$ cat src/rtl/tdc_multich_uart.sv
// tdc_multich_uart
//   Multi-channel coarse time-to-digital converter with UART readout.
//   A rising edge on start arms a shared cycle counter; each stop channel
//   timestamps its first rising edge. Once every channel has fired, or the
//   counter saturates, one 8N1 frame is sent on tx:
//     {4'hA, mask}, then channel 0..N_CH-1 timestamps, MSB byte first.
//   The end of the frame is flagged by a one-cycle pulse on eot.
//
// Ports
//   clk    in            system clock, rising edge
//   rst_n  in            asynchronous active-low reset
//   start  in            async pin, rising edge arms a measurement
//   stop   in  [N_CH]    async pins, rising edge timestamps channel i
//   tx     out           UART serial out, idle high
//   eot    out           one-cycle pulse after the last stop bit
//   busy   out           high while ARMED or SEND

module tdc_multich_uart #(
    parameter int N_CH         = 2,
    parameter int CNT_W        = 16,
    parameter int CLKS_PER_BIT = 434
) (
    input  logic            clk,
    input  logic            rst_n,
    input  logic            start,
    input  logic [N_CH-1:0] stop,
    output logic            tx,
    output logic            eot,
    output logic            busy
);

    localparam int NBYTES  = 1 + N_CH * CNT_W / 8;
    localparam int FRAME_W = NBYTES * 8;
    localparam int BYTE_W  = (NBYTES > 1) ? $clog2(NBYTES) : 1;
    localparam int CLK_W   = $clog2(CLKS_PER_BIT);

    localparam logic [CNT_W-1:0] CNT_MAX = {CNT_W{1'b1}};

    localparam logic [1:0] IDLE  = 2'd0;
    localparam logic [1:0] ARMED = 2'd1;
    localparam logic [1:0] SEND  = 2'd2;

    // Synchroniser (s1, s2) plus edge-detect history (s3)
    logic            start_s1_q, start_s2_q, start_s3_q;
    logic [N_CH-1:0] stop_s1_q, stop_s2_q, stop_s3_q;

    logic [1:0]                  state_q,    state_d;
    logic [CNT_W-1:0]            cnt_q,      cnt_d;
    logic [N_CH-1:0]             captured_q, captured_d;
    logic [N_CH-1:0][CNT_W-1:0]  cap_q,      cap_d;
    logic                        tx_q,       tx_d;
    logic                        busy_q,     busy_d;
    logic                        eot_q,      eot_d;
    logic [CLK_W-1:0]            clk_cnt_q,  clk_cnt_d;
    logic [3:0]                  bit_q,      bit_d;
    logic [BYTE_W-1:0]           byte_q,     byte_d;

    logic                        start_rise;
    logic [N_CH-1:0]             stop_rise;
    logic [CNT_W-1:0]            stamp;
    logic [3:0]                  mask;
    logic [FRAME_W-1:0]          frame;
    logic [7:0]                  cur_byte;

    assign start_rise = start_s2_q & ~start_s3_q;
    assign stop_rise  = stop_s2_q & ~stop_s3_q;

    // The counter reads 0 in the first ARMED cycle, which is already one
    // cycle after the start edge was seen. Storing counter+1 makes the stamp
    // equal to the pin-to-pin delay; it saturates with the counter.
    assign stamp = (cnt_q == CNT_MAX) ? CNT_MAX : cnt_q + CNT_W'(1);

    always_comb begin
        mask = 4'h0;
        for (int i = 0; i < N_CH; i++) begin
            mask[i] = captured_q[i];
        end
        frame = '0;
        frame[FRAME_W-1 -: 8] = {4'hA, mask};
        for (int i = 0; i < N_CH; i++) begin
            frame[(N_CH-1-i)*CNT_W +: CNT_W] = cap_q[i];
        end
    end

    always_comb begin
        cur_byte = 8'h00;
        for (int b = 0; b < NBYTES; b++) begin
            if (byte_q == BYTE_W'(b)) begin
                cur_byte = frame[(NBYTES-1-b)*8 +: 8];
            end
        end
    end

    always_comb begin
        state_d    = state_q;
        cnt_d      = cnt_q;
        captured_d = captured_q;
        cap_d      = cap_q;
        tx_d       = tx_q;
        busy_d     = busy_q;
        eot_d      = 1'b0;
        clk_cnt_d  = clk_cnt_q;
        bit_d      = bit_q;
        byte_d     = byte_q;

        case (state_q)
            IDLE: begin
                captured_d = '0;
                cap_d      = '1;
                tx_d       = 1'b1;
                if (start_rise) begin
                    state_d = ARMED;
                    cnt_d   = '0;
                    busy_d  = 1'b1;
                end
            end

            ARMED: begin
                if (cnt_q != CNT_MAX) begin
                    cnt_d = cnt_q + CNT_W'(1);
                end
                for (int i = 0; i < N_CH; i++) begin
                    if (stop_rise[i] && !captured_q[i]) begin
                        captured_d[i] = 1'b1;
                        cap_d[i]      = stamp;
                    end
                end
                // Exit looks at this cycle's captures as well
                if ((&captured_d) || (cnt_q == CNT_MAX)) begin
                    state_d   = SEND;
                    tx_d      = 1'b0;
                    clk_cnt_d = '0;
                    bit_d     = 4'd0;
                    byte_d    = '0;
                end
            end

            SEND: begin
                // bit_q: 0 = start bit, 1..8 = data LSB first, 9 = stop bit
                if (clk_cnt_q == CLK_W'(CLKS_PER_BIT - 1)) begin
                    clk_cnt_d = '0;
                    if (bit_q == 4'd9) begin
                        if (byte_q == BYTE_W'(NBYTES - 1)) begin
                            state_d = IDLE;
                            busy_d  = 1'b0;
                            eot_d   = 1'b1;
                            tx_d    = 1'b1;
                        end else begin
                            byte_d = byte_q + BYTE_W'(1);
                            bit_d  = 4'd0;
                            tx_d   = 1'b0;
                        end
                    end else begin
                        bit_d = bit_q + 4'd1;
                        tx_d  = (bit_q == 4'd8) ? 1'b1 : cur_byte[bit_q[2:0]];
                    end
                end else begin
                    clk_cnt_d = clk_cnt_q + CLK_W'(1);
                end
            end

            default: begin
                state_d = IDLE;
                busy_d  = 1'b0;
                tx_d    = 1'b1;
            end
        endcase
    end

    always_ff @(posedge clk or negedge rst_n) begin
        if (!rst_n) begin
            start_s1_q <= 1'b0;
            start_s2_q <= 1'b0;
            start_s3_q <= 1'b0;
            stop_s1_q  <= '0;
            stop_s2_q  <= '0;
            stop_s3_q  <= '0;
            state_q    <= IDLE;
            cnt_q      <= '0;
            captured_q <= '0;
            cap_q      <= '1;
            tx_q       <= 1'b1;
            busy_q     <= 1'b0;
            eot_q      <= 1'b0;
            clk_cnt_q  <= '0;
            bit_q      <= 4'd0;
            byte_q     <= '0;
        end else begin
            start_s1_q <= start;
            start_s2_q <= start_s1_q;
            start_s3_q <= start_s2_q;
            stop_s1_q  <= stop;
            stop_s2_q  <= stop_s1_q;
            stop_s3_q  <= stop_s2_q;
            state_q    <= state_d;
            cnt_q      <= cnt_d;
            captured_q <= captured_d;
            cap_q      <= cap_d;
            tx_q       <= tx_d;
            busy_q     <= busy_d;
            eot_q      <= eot_d;
            clk_cnt_q  <= clk_cnt_d;
            bit_q      <= bit_d;
            byte_q     <= byte_d;
        end
    end

    assign tx   = tx_q;
    assign eot  = eot_q;
    assign busy = busy_q;

endmodule

$ cat config.mk
export PLATFORM = sky130hd
export DESIGN_NAME = tdc_multich_uart
export DESIGN_NICKNAME = d
export VERILOG_FILES = /design/src/rtl/tdc_multich_uart.sv
export SDC_FILE = /design/constraint.sdc
export NUM_CORES = 1
export LEC_CHECK = 0
export ABC_CLOCK_PERIOD_IN_PS = 5800
export BUFFER_PORTS_ARGS = -buffer_cell sky130_fd_sc_hd__buf_2
export CORE_MARGIN = 2
export CORE_UTILIZATION = 50
export DETAILED_ROUTE_END_ITERATION = 10
export GPL_ROUTABILITY_DRIVEN = 0
export HOLD_SLACK_MARGIN = 0.06
export PLACE_DENSITY = 0.66
export SLEW_MARGIN = 20
export SYNTH_ARGS = -nofsm -noshare
export SYNTH_HDL_FRONTEND = slang
export SYNTH_SLANG_ARGS = --single-unit
$ cat constraint.sdc
create_clock -name clk -period 5.8 [get_ports clk]
set_clock_uncertainty 0.05 [all_clocks]
set_input_delay 0.58 -clock clk [delete_from_list [all_inputs] [get_ports clk]]
set_output_delay 0.58 -clock clk [all_outputs]
set_load 0.02 [all_outputs]
=== Word level (Yosys, flattened, before mapping) ===
Index checks and enable logic that the tools add are counted.

* Register bits: 80
* Bits in latches: 0
* Bits in writable memories: 0
* ROM bits: 0
* Input port bits: 5
* Output and inout port bits: 3
* Word-level logic and storage cells: 119
* Memories: 0

* Add/subtract/negate cells: 4
* Multipliers: 0
* Divide/modulo/power cells: 0
* Magnitude comparators: 1
* Eq/ne operators: 21
* Shift operators: 0
* Muxes and demuxes: 52
* Bitwise logic cells: 5
* Reduce and logical (&&, ||, !) cells: 19

{| class="wikitable"
|+ Operators with widths
! kind !! number
|-
| 2-to-1 mux 16 bit || 5
|-
| one-hot mux 32 bit (2 select lines) || 1
|-
| 2-to-1 mux 8 bit || 5
|-
| one-hot mux 16 bit (2 select lines) || 1
|-
| 2-to-1 mux 9 bit || 2
|-
| != test 2 bit, second input constant || 9
|-
| one-hot mux 9 bit (2 select lines) || 1
|-
| 2-to-1 mux 1 bit || 17
|-
| adder 16 x 1 -> 16 bit, second input constant || 1
|-
| equality test 16 bit, second input constant || 1
|-
| 2-to-1 mux 4 bit || 4
|-
| != test 16 bit, second input constant || 1
|-
| AND reduction 5 bit || 3
|-
| 2-to-1 mux 3 bit || 4
|-
| 2-to-1 mux 2 bit || 5
|-
| AND reduction 2 bit || 5
|-
| adder 9 x 1 -> 9 bit, second input constant || 1
|-
| equality test 9 bit, second input constant || 1
|-
| equality test 4 bit, second input constant || 2
|-
| one-hot mux 4 bit (2 select lines) || 1
|-
| equality test 3 x 2 -> 1 bit, second input constant || 2
|-
| one-hot mux 2 bit (3 select lines) || 1
|-
| one-hot mux 3 bit (2 select lines) || 1
|-
| adder 4 x 1 -> 4 bit, second input constant || 1
|-
| other kinds (23) || 27
|}

=== Longest topological paths before layout ===
Gate-level depths: netlist of the first run.

* Depth in word-level cells: 12
* Gate-level depth with buffers: 9
* Depth with buffers taken out: 8

=== Worst setup path before layout of the first run ===
No wires, ideal clock.

* Path type: register to register
* From: register byte_q[0]
* To: register tx_q (netlist: tx)
* Library setup time: 0.073 ns
* Data arrival time: 1.920 ns
* Data required time: 5.677 ns
* Setup slack: 3.757 ns
* Cell stages (with the launch flop): 10
* Buffers on the path: 1
* Period minus slack after synthesis: 2.043 ns
* Path through: dfrtp_1 -> ha_1 -> ha_1 -> clkbuf_1 -> or2_2 -> o211ai_1 -> o221ai_1 -> a31oi_1 -> o32ai_1 -> a21oi_1

* Longest elaborated chain between the ends: 12
* Elaborated cells between the ends (all ways): 17
* Classes of those cells: 4 x eq/ne; 12 x mux; 1 x reduce/logical

{| class="wikitable"
|+ RTL lines
! what !! RTL line !! source
|-
| from (decl) || 56 || <nowiki>logic [BYTE_W-1:0] byte_q, byte_d;</nowiki>
|-
| from (signal assigned) || 204 || <nowiki>byte_q <= byte_d;</nowiki>
|-
| zero test 3 bit || 88 || <nowiki>if (byte_q == BYTE_W'(b)) begin</nowiki>
|-
| 2-to-1 mux 8 bit (5 in series) || 88 ||
|-
| binary-select mux 1 bit (select 3 bit) || 155 || <nowiki>tx_d = (bit_q == 4'd8) ? 1'b1 : cur_byte[bit_q[2:0]];</nowiki>
|-
| 2-to-1 mux 1 bit (implied by the code) || 155 ||
|-
| 2-to-1 mux 1 bit || 155 ||
|-
| 2-to-1 mux 1 bit (*) || 142 || <nowiki>if (bit_q == 4'd9) begin</nowiki>
|-
| 2-to-1 mux 1 bit (*) || 140 || <nowiki>if (clk_cnt_q == CLK_W'(CLKS_PER_BIT - 1)) begin</nowiki>
|-
| one-hot mux 1 bit (2 select lines) (*) || 106 || <nowiki>case (state_q)</nowiki>
|-
| to (signal assigned) || 199 || <nowiki>tx_q <= tx_d;</nowiki>
|-
| to (decl) || 51 || <nowiki>logic tx_q, tx_d;</nowiki>
|}

Mark *: on every way between the ends. The rest lies on a longest branch, timed or not. The select of a mux whose other input is x is not followed.
A chain may end at the register's enable or synchronous reset.

=== Worst setup path after layout of the first run ===
* From: register state_q[0]
* To: register byte_q[0]

* Longest elaborated chain between the ends: 3
* Elaborated cells between the ends (all ways): 9
* Classes of those cells: 6 x eq/ne; 1 x mux; 2 x reduce/logical

{| class="wikitable"
|+ RTL lines
! what !! RTL line !! source
|-
| from (decl) || 47 || <nowiki>logic [1:0] state_q, state_d;</nowiki>
|-
| from (signal assigned) || 195 || <nowiki>state_q <= state_d;</nowiki>
|-
| equality test 2 bit / equality test 2 x 1 -> 1 bit (equally long branches) || 106 ||
|-
| != test 2 bit (no source line) / nonzero test 2 bit (equally long branches) || -- ||
|-
| AND reduction 5 bit (no source line) || -- ||
|}

Several ways; a longest one is shown, not always the timed one.

==> results.yml, run 1 <==
timing:
  rsz0062_at_grt: "no"
  timing.final.crit_share_pct: 44.2
  finalHoldViolations: 0
  setup_violations: 0
  timing.final.max_slew_violations: 0
  slew_headroom_pct: 34.5
  setup_tns_ps: 0
  tightestPinTransition_ps: 983
  setup_slack_ps: 3240
  layout_min_cycle_time_ps: 2560
  max_freq_ghz: 0.390
global_route:
  grt_pass1_wl_um: 15600
  antenna_found_initial: 0
  track_usage_pct: 22.6
  grt_overflow_total: 0
  first_global_vias: 3094
  grt_max_degree: 81
placed_design:
  place_area_mm2: 0.00421
  port_buffers: 7
  dp_hpwl_um: 6270
  preCtsSetupSlack_ps: 3300
yosys:
  synth_simple_gate_area_share_pct: 20.3
  yosysSeqAreaShare_pct: 49.7
  synth_top_area_share_pct: 28.6
  yosys_warnings: 0
  synth_edf_count: 0
  ys_types: 54
  synth_top_family_by_area: "simple AND/OR/NAND/NOR gates"
  synth_fa_ha_area_share_pct: 2.44
  synth_area_leaders: "dfrtp_1 (29%), dfstp_2 (21%), nor2_1 (6.8%), a21oi_1 (6.0%), o21ai_0 (4.3%)"
  synthMuxAreaShare_pct: 2.53
  syn_area_mm2: 0.00411
  synth_area_per_cell_um2: 9.41
  syn_nets: 450
  yosys.area.top_type: "dfrtp_1"
  synthCells: 437
  ys.flop_type: "dfrtp_1"
  ys_ff_latch: 80
  synth_compound_area_share_pct: 19.1
  async_flop_share_pct: 100
  synthXorXnorAreaFrac_pct: 2.98
final_layout:
  area_growth_syn_to_layout_pct: 7.88
  layout-drive-gt1-share_pct: 17.0
  nets: 449
  finalInstanceArea_mm2: 0.00443
  multi_input_area_mm2: 0.00195
  n_fill_cell: 745
  seq_area_mm2: 0.00204
  n_antenna_cell: 0
worst_setup_path:
  rrSetupSlack_ps: 3240
  crit_family: "simple AND/OR/NAND/NOR gates"
  path_buf_inv: 0
  crit_path_cell_trace: "nor2b_1 -> o21a_1 -> nand2_2 -> nand4_4 -> mux2_4"
  critPathKind: "reg2reg"
  end_kind: "flop"
  start_kind: "flop"
  critical_path_required_ps: 6010
  cp-startpoint: "state_q[0]"
  path_depth: 5
  critPathSlowestCell: "nor2b_1"
  r2r_cells: 5
  path_max_fanout: 14
  critical_path.reg2reg.endpoint: "byte_q[0]"
  critPathMaxStageDelay_ps: 810
  r2r-start: "state_q[0]"
  worst_ep_arrival_time_ps: 2770
routing:
  drt-pass1-iter-count: 7
  wl_um: 9090
  drc: 0
  wl_per_cell_um: 16.7
  vias: 3197
  drt-initial-drc-count: 244
  drtAntennaViolNets: 0
  avgViaCountPerCell: 5.86
clocking:
  clockBufferDepth: 2
  cts_buffers: 9
  cts_setup_buffers: 0
  root_buffer: "clkbuf_8"
  cts_tree: "yes"
  clk_latency_ps: 360
  cts_resized: 0
  htreeDepth: 3
  clk_pin_slew_ps: 90
  clock-sinks: 80
  cts_hold_buf: 0
floorplanning:
  die_width_um: 94.7
  die_h_um: 94.7
  core_mm2: 0.00809
  die_area_mm2: 0.00896
  row_count: 33
  ios: 8
  start_util_pct: 50.8
min_path:
  whs_endpoint: "stop_s1_q[1]"
  hold_path_startpoint: "stop[1]"
  hp-class: "in2reg"
  min_path_cells: 1
pwr:
  p_per_area_mw_per_mm2: 369
  power.leakage_nw: 1.86
  vdd_drop_max_v: 0.000199
outcome:
  outcome: "finished, final reports clean"
job:
  max_cap_violations: 0
## state kept, by name, summed over array words and instances (netlist names)
register	flops
start_s2_q	1
stop_s2_q	2
stop_s1_q	2
bit_q	4
byte_q	3
state_q	2
cap_q	32
eot	1
tx	1
start_s1_q	1
busy	1
cnt_q	16
start_s3_q	1
stop_s3_q	2
clk_cnt_q	9
captured_q	2
## worst register-to-register path, cell delays in order (launching register included)
cell and delay, ps:
dfrtp_1 490, nor2b_1 810, o21a_1 480, nand2_2 170, nand4_4 150, mux2_4 310
## cell usage in the layout (no fill, tap or decap), types with 2 or more instances in the layout
cell	instances
mux2_4	2
dfstp_2	33
a21oi_1	47
nand4_4	2
buf_4	3
nand3b_1	2
a21o_1	2
nor2b_1	10
clkbuf_8	9
a211oi_1	2
o211ai_1	3
nand3_1	13
nand4_1	2
o21ai_0	35
xnor2_1	7
xor2_1	7
nand2b_1	8
a22oi_1	2
o221ai_1	2
nor4b_1	2
clkinvlp_4	2
dfrtp_1	47
nand2_1	29
o31ai_1	5
nor2_1	75
inv_1	7
buf_2	6
mux2i_1	4
a31oi_1	14
a221oi_1	4
o2111ai_1	2
o22ai_1	2
and3_1	11
and2_1	5
bufinv_16	2
a21oi_2	2
ha_1	8
## synth_stat cells, types with 3 or more instances
| cell type | n |
|---|---|
| buf_2 | 7 |
| dfstp_2 | 33 |
| xnor2_1 | 7 |
| a221oi_1 | 4 |
| nand2b_1 | 8 |
| nor2_1 | 75 |
| nand3_1 | 13 |
| nor2b_1 | 10 |
| and3_1 | 11 |
| o31ai_1 | 5 |
| clkbuf_1 | 13 |
| and2_1 | 5 |
| o21ai_0 | 35 |
| a31oi_1 | 14 |
| xor2_1 | 7 |
| o211ai_1 | 3 |
| a21oi_1 | 49 |
| nand2_1 | 29 |
| inv_1 | 7 |
| dfrtp_1 | 47 |
| mux2i_1 | 4 |
| ha_1 | 8 |
## cell families after synthesis
group           after synthesis
simple gates                168
flops                        80
compound gates              131
mux                           8
xor+xnor                     14
buf+inv                      28
fa+ha+maj                     8
## through the flow
stage | hold WS [ps] | utilization, % | power, mW | cells
final | 270 | 54.8 | 1.64 | 546
after global routing | 249 | 54.8 | 1.74 | 546
after CTS | 258 | 54.8 | 1.65 | 546
after detailed placement | 294 | 52.0 | 1.18 | 530
after global placement | 283 | 52.0 | 1.16 | 530
after floorplan | 234 | - | 1.07 | 437
## report_power, final
part / total (mW) / switching (mW) / internal, mW
Combinational: 0.308 / 0.157 / 0.151
Sequential: 0.860 / 0.123 / 0.737
Clock: 0.468 / 0.220 / 0.247
Total: 1.64 / 0.500 / 1.14
## per-layer routing
| metal | routed length, um | track usage [%] |
|---|---|---|
| met2 | 4110 | 33.4 |
| met5 | 0 | 0 |
| met3 | 574 | 5.51 |
| met1 | 4280 | 32.7 |
| met4 | 127 | 7.61 |
## worst max-delay path by stage
stage	end	slack, ps
after global routing	bit_q[0]	3070
final	byte_q[0]	3240
after floorplan	tx	3760
after CTS	byte_q[0]	3280
after global placement	cnt_q[15]	3410
after detailed placement	byte_q[0]	3300
## area by class of cell
type | instances | area share (%)
Multi-Input combinational cell | 329 | 44.0
Sequential cell | 80 | 46.1
Tap cell | 105 | 2.96
Clock inverter | 7 | 2.34
Timing Repair Buffer | 9 | 1.19
Inverter | 7 | 0.593
Clock buffer | 9 | 2.79
No activity file was read; power rests on OpenSTA's default activity.
==> inputs of run 2 (changes only) <==
- ABC_CLOCK_PERIOD_IN_PS: 5800 -> 2600
- clock period: 5.8 -> 2.6 ns (I/O delays scaled with it)
==> run 2 against run 1 <==
Critical path depth increased by 2. Combinational power increased by 130%. Via count increased by 0.53%. Cell count increased by 2.6%. Worst setup slack got worse by 2800 ps. Register-to-register slack got worse by 2800 ps. Sequential share of layout area decreased by 1.0 points. Wire length decreased by 2.2%. Power increased by 120%. Critical path type unchanged.
==> results.yml, run 2 (synthesis results as in run 1) <==
clocking:
  clk_latency_ps: 360
  cts_tree: "yes"
  clockBufferDepth: 2
  clock-sinks: 80
  root_buffer: "clkbuf_8"
  cts_resized: 0
  clk_pin_slew_ps: 90
  cts_buffers: 9
  cts_setup_buffers: 0
  htreeDepth: 3
floorplanning:
  start_util_pct: 50.8
  die_area_mm2: 0.00896
  row_count: 33
  die_h_um: 94.7
  die_width_um: 94.7
  core_mm2: 0.00809
  ios: 8
global_route:
  first_global_vias: 2923
  grt_max_degree: 81
  grt_overflow_total: 0
  antenna_found_initial: 0
  grt_pass1_wl_um: 14900
  track_usage_pct: 21.8
placed_design:
  port_buffers: 7
  dp_hpwl_um: 6300
  place_area_mm2: 0.00427
routing:
  drc: 0
  vias: 3214
  drt-pass1-iter-count: 5
  avgViaCountPerCell: 5.74
  drtAntennaViolNets: 0
  wl_per_cell_um: 15.9
  wl_um: 8900
  drt-initial-drc-count: 137
timing:
  max_freq_ghz: 0.453
  finalHoldViolations: 0
  setup_violations: 0
  tightestPinTransition_ps: 562
  rsz0062_at_grt: "no"
  setup_tns_ps: 0
  timing.final.max_slew_violations: 0
  timing.final.crit_share_pct: 84.8
  slew_headroom_pct: 62.2
  fin_hold_ws_ps: 309
  layout_min_cycle_time_ps: 2210
outcome:
  outcome: "finished, final reports clean"
final_layout:
  n_antenna_cell: 0
  largest_register: "cap_q"
  seq_area_mm2: 0.00204
  multi_input_area_mm2: 0.00195
  largestRegisters: "cap_q x32, cnt_q x16, clk_cnt_q x9"
  nets: 463
  finalInstanceArea_mm2: 0.00454
  largest_reg_flops: 32
  mostFrequentLayoutCells: "nor2_1 (75), a21oi_1 (47), dfrtp_1 (47)"
  n_fill_cell: 752
  final_common_cell: "nor2_1"
  layout-drive-gt1-share_pct: 18.7
  area_growth_syn_to_layout_pct: 10.4
worst_setup_path:
  start_kind: "flop"
  path_max_fanout: 10
  critical_path_required_ps: 2830
  critPathKind: "reg2reg"
  worst_ep_arrival_time_ps: 2440
  end_kind: "flop"
job:
  max_cap_violations: 0
pwr:
  power.leakage_nw: 1.92
  vdd_drop_max_v: 0.000350
  p_per_area_mw_per_mm2: 784
min_path:
  hp-class: "reg2reg"
## run 2: metrics by stage
| stage | instances | setup slack (ps) | utilization (%) | power (mW) |
|---|---|---|---|---|
| final | 560 | 394 | 56.1 | 3.56 |
| after global routing | 560 | 272 | 56.1 | 3.80 |
| after CTS | 559 | 450 | 55.8 | 3.58 |
| after detailed placement | 539 | 461 | 52.8 | 2.63 |
| after global placement | 539 | 514 | 52.8 | 2.61 |
| after floorplan | 437 | 557 | - | 2.38 |
## run 2: timing repair
item	in CTS	in global routing
endpoints found under the setup margin	0	0
hold buffers	4	0
endpoints found under the hold margin	50	0
## run 2: worst max-delay path, cell delays in order, from the launching register on
cell	delay [ps]
dfrtp_1	440
ha_1	230
ha_1	280
nor2_1	310
o2111ai_1	220
a221oi_1	350
o32ai_1	120
a21oi_1	150
## run 2: area by class of cell
type	count	share of cell area, %
clock buffers	9	2.73
clock inverters	7	1.74
inverters	7	0.579
multi-input cells	329	43.1
flip-flops and latches	80	45.0
well taps	105	2.90
repair buffers	23	3.97
## run 2: layer usage
layer / track usage (%) / up-vias / part of all wire, %
met5: 0 / - / 0
met4: 10.0 / 0 / 3.2
met3: 4.63 / 22 / 3.2
met2: 30.3 / 77 / 44
met1: 32.4 / 1533 / 49
li1: - / 1582 / -
## run 2: path summary, 6_finish.rpt
path	startpoint	end	slack, ps	depth (start not counted)
min in group asynchronous	rst_n	clk_cnt_q[7]	350	2
min reg2reg	stop_s1_q[1]	stop_s2_q[1]	310	0
min	stop_s1_q[1]	stop_s2_q[1]	310	0
max	byte_q[0]	tx	390	7
max reg2reg	byte_q[0]	tx	390	7
max in group asynchronous	rst_n	cap_q[16]	1520	3
## run 2: power breakdown
part / leakage (nW) / total [mW] / switching (mW) / internal (mW)
logic: 0.887 / 0.712 / 0.362 / 0.350
clock network: 0.0925 / 0.937 / 0.486 / 0.451
registers: 0.938 / 1.91 / 0.264 / 1.65
total: 1.92 / 3.56 / 1.11 / 2.45
==> inputs of run 3 (changes only) <==
- ABC_AREA: default -> 1
- ABC_CLOCK_PERIOD_IN_PS: 2600 -> 2300
- clock period: 2.6 -> 2.3 ns (I/O delays scaled with it)
==> run 3 against run 2 <==
Worst hold slack lost 11 ps. Count of clock-buffer cells in the layout is the same. Worst setup slack lost 130 ps. Core utilization grew 1.2 points. Critical path type unchanged. Largest power group unchanged.
==> results.yml, run 3 <==
global_route:
  first_global_vias: 3352
  grt_max_degree: 52
  grt_pass1_wl_um: 16700
  track_usage_pct: 22.1
  antenna_found_initial: 0
  grt_overflow_total: 0
pwr:
  p_per_area_mw_per_mm2: 960
  vdd_drop_max_v: 0.000397
  power.leakage_nw: 2.22
final_layout:
  utilization_pct: 57.2
  mostFrequentLayoutCells: "nand2_1 (173), inv_1 (57), nand3_1 (49)"
  n_fill_cell: 753
  largestRegisters: "cap_q x32, cnt_q x16, clk_cnt_q x9"
  area_growth_syn_to_layout_pct: 9.96
  largest_register: "cap_q"
  finalInstanceArea_mm2: 0.00473
  final_common_cell: "nand2_1"
  largest_reg_flops: 32
  layout-drive-gt1-share_pct: 18.1
  n_antenna_cell: 0
  nets: 565
clocking:
  clockBufferDepth: 2
  clk_latency_ps: 350
  clk_pin_slew_ps: 90
  htreeDepth: 3
  cts_setup_buffers: 0
  cts_hold_buf: 4
  cts_resized: 0
  root_buffer: "clkbuf_8"
  clock-sinks: 80
  cts_tree: "yes"
  cts_buffers: 9
job:
  max_cap_violations: 0
timing:
  tightestPinTransition_ps: 660
  slew_headroom_pct: 55.8
  fin_hold_ws_ps: 298
  finalHoldViolations: 0
  rsz0062_at_grt: "no"
  setup_violations: 0
  max_freq_ghz: 0.490
  layout_min_cycle_time_ps: 2040
  timing.final.max_slew_violations: 0
  setup_tns_ps: 0
  timing.final.crit_share_pct: 88.7
floorplanning:
  ios: 8
  die_width_um: 96.7
  die_h_um: 96.7
  start_util_pct: 52.0
  die_area_mm2: 0.00935
  core_mm2: 0.00826
  row_count: 33
routing:
  drc: 0
  wl_per_cell_um: 14.8
  avgViaCountPerCell: 5.41
  drt-initial-drc-count: 195
  drtAntennaViolNets: 0
  drt-pass1-iter-count: 5
  wl_um: 9830
  vias: 3581
placed_design:
  port_buffers: 7
  place_area_mm2: 0.00451
  dp_hpwl_um: 7150
yosys:
  synth_top_area_share_pct: 27.4
  synth_area_leaders: "dfrtp_1 (27%), dfstp_2 (20%), nand2_1 (15%), nand3_1 (5.7%), inv_1 (5.0%)"
  synth_edf_count: 0
  synthTopCellsByCount: "nand2_1 (173), inv_1 (57), nand3_1 (49)"
  synthMuxAreaShare_pct: 0
  synthCells: 533
  yosysMostFrequentCell: "nand2_1"
  syn_area_mm2: 0.00430
  yosys.area.top_type: "dfrtp_1"
  synth_top_family_by_area: "simple AND/OR/NAND/NOR gates"
  synth_area_per_cell_um2: 8.06
  yosysSeqAreaShare_pct: 47.5
  ys_ff_latch: 80
  synth_compound_area_share_pct: 11.4
  syn_nets: 546
  yosys_warnings: 0
  synthXorXnorAreaFrac_pct: 2.85
  ys_types: 39
  async_flop_share_pct: 100
  ys.flop_type: "dfrtp_1"
  synth_simple_gate_area_share_pct: 28.4
  synth_fa_ha_area_share_pct: 2.33
worst_setup_path:
  critPathSlowestCell: "dfrtp_1"
  path_max_fanout: 18
  end_kind: "flop"
  crit_family: "simple AND/OR/NAND/NOR gates"
  crit_path_cell_trace: "ha_1 -> nand2_1 -> nor2_4 -> nand3_2 -> nor2_4 -> nand2_4 -> o211ai_4 -> o21ai_2 -> a21oi_1 -> a21oi_1"
  start_kind: "flop"
  path_buf_inv: 0
  critPathKind: "reg2reg"
  critical_path_required_ps: 2490
  worst_ep_arrival_time_ps: 2230
  critPathMaxStageDelay_ps: 420
outcome:
  outcome: "finished, final reports clean"
min_path:
  hp-class: "in2async"
## run 3: path summary, 6_finish.rpt
check / start / to / slack (ps) / cells past startpoint
worst max register to register: cnt_q[0] / clk_cnt_q[6] / 260 / 10
min in group clk: stop_s1_q[0] / stop_s2_q[0] / 310 / 0
worst min-delay path: rst_n / clk_cnt_q[4] / 300 / 2
worst max-delay path: cnt_q[0] / clk_cnt_q[6] / 260 / 10
worst min register to register: stop_s1_q[0] / stop_s2_q[0] / 310 / 0
max in group asynchronous: rst_n / cap_q[13] / 1270 / 3
## run 3: cell families (layout without fill, tap and decap cells)
kind of cell / after synthesis / after routing
xor gates and xnor gates: 14 / 14
and+or+nand+nor: 278 / 278
buffers and inverters: 79 / 103
AOI/OAI and AO/OA: 74 / 74
DFF: 80 / 80
adders and majority gates: 8 / 8
## run 3: final cells by class
| cell class | count | area (um^2) | area share (%) |
|---|---|---|---|
| sequential | 80 | 2040 | 43.2 |
| multi-input combinational | 374 | 1930 | 40.9 |
| inverter | 63 | 241 | 5.11 |
| timing repair buffer | 24 | 200 | 4.24 |
| tap | 105 | 131 | 2.78 |
| clock buffer | 9 | 124 | 2.62 |
| clock inverter | 7 | 53.8 | 1.14 |
## run 3: per-stage QoR
stage / power [mW] / worst slack (ps) / std cells
after global routing: 4.89 / 46.6 / 662
after global placement: 3.54 / 330 / 642
final: 4.54 / 259 / 662
after detailed placement: 3.57 / 263 / 642
after CTS: 4.55 / 270 / 662
after floorplan: 3.17 / 505 / 533
## run 3: worst register-to-register path: stages (launching register included)
cell and delay, ps:
dfrtp_1 420, ha_1 200, nand2_1 90, nor2_4 120, nand3_2 130, nor2_4 160, nand2_4 160, o211ai_4 180
o21ai_2 200, a21oi_1 160, a21oi_1 60
## run 3: per-layer routing
metal | part of all wire [%] | vias to the layer above | global-route usage, %
li1 | - | 1772 | -
met5 | 0 | - | 0
met4 | 2.2 | 0 | 7.48
met1 | 49 | 1695 | 34.0
met3 | 5.0 | 17 | 3.03
met2 | 44 | 97 | 32.2
## run 3: power breakdown
part           leakage [nW]  internal (mW)  total (mW)  switching [mW]
Combinational          1.18          0.477        1.23           0.753
Clock                0.0827          0.401       0.967           0.565
Sequential            0.957           2.04        2.34           0.301
Total                  2.22           2.92        4.54            1.62
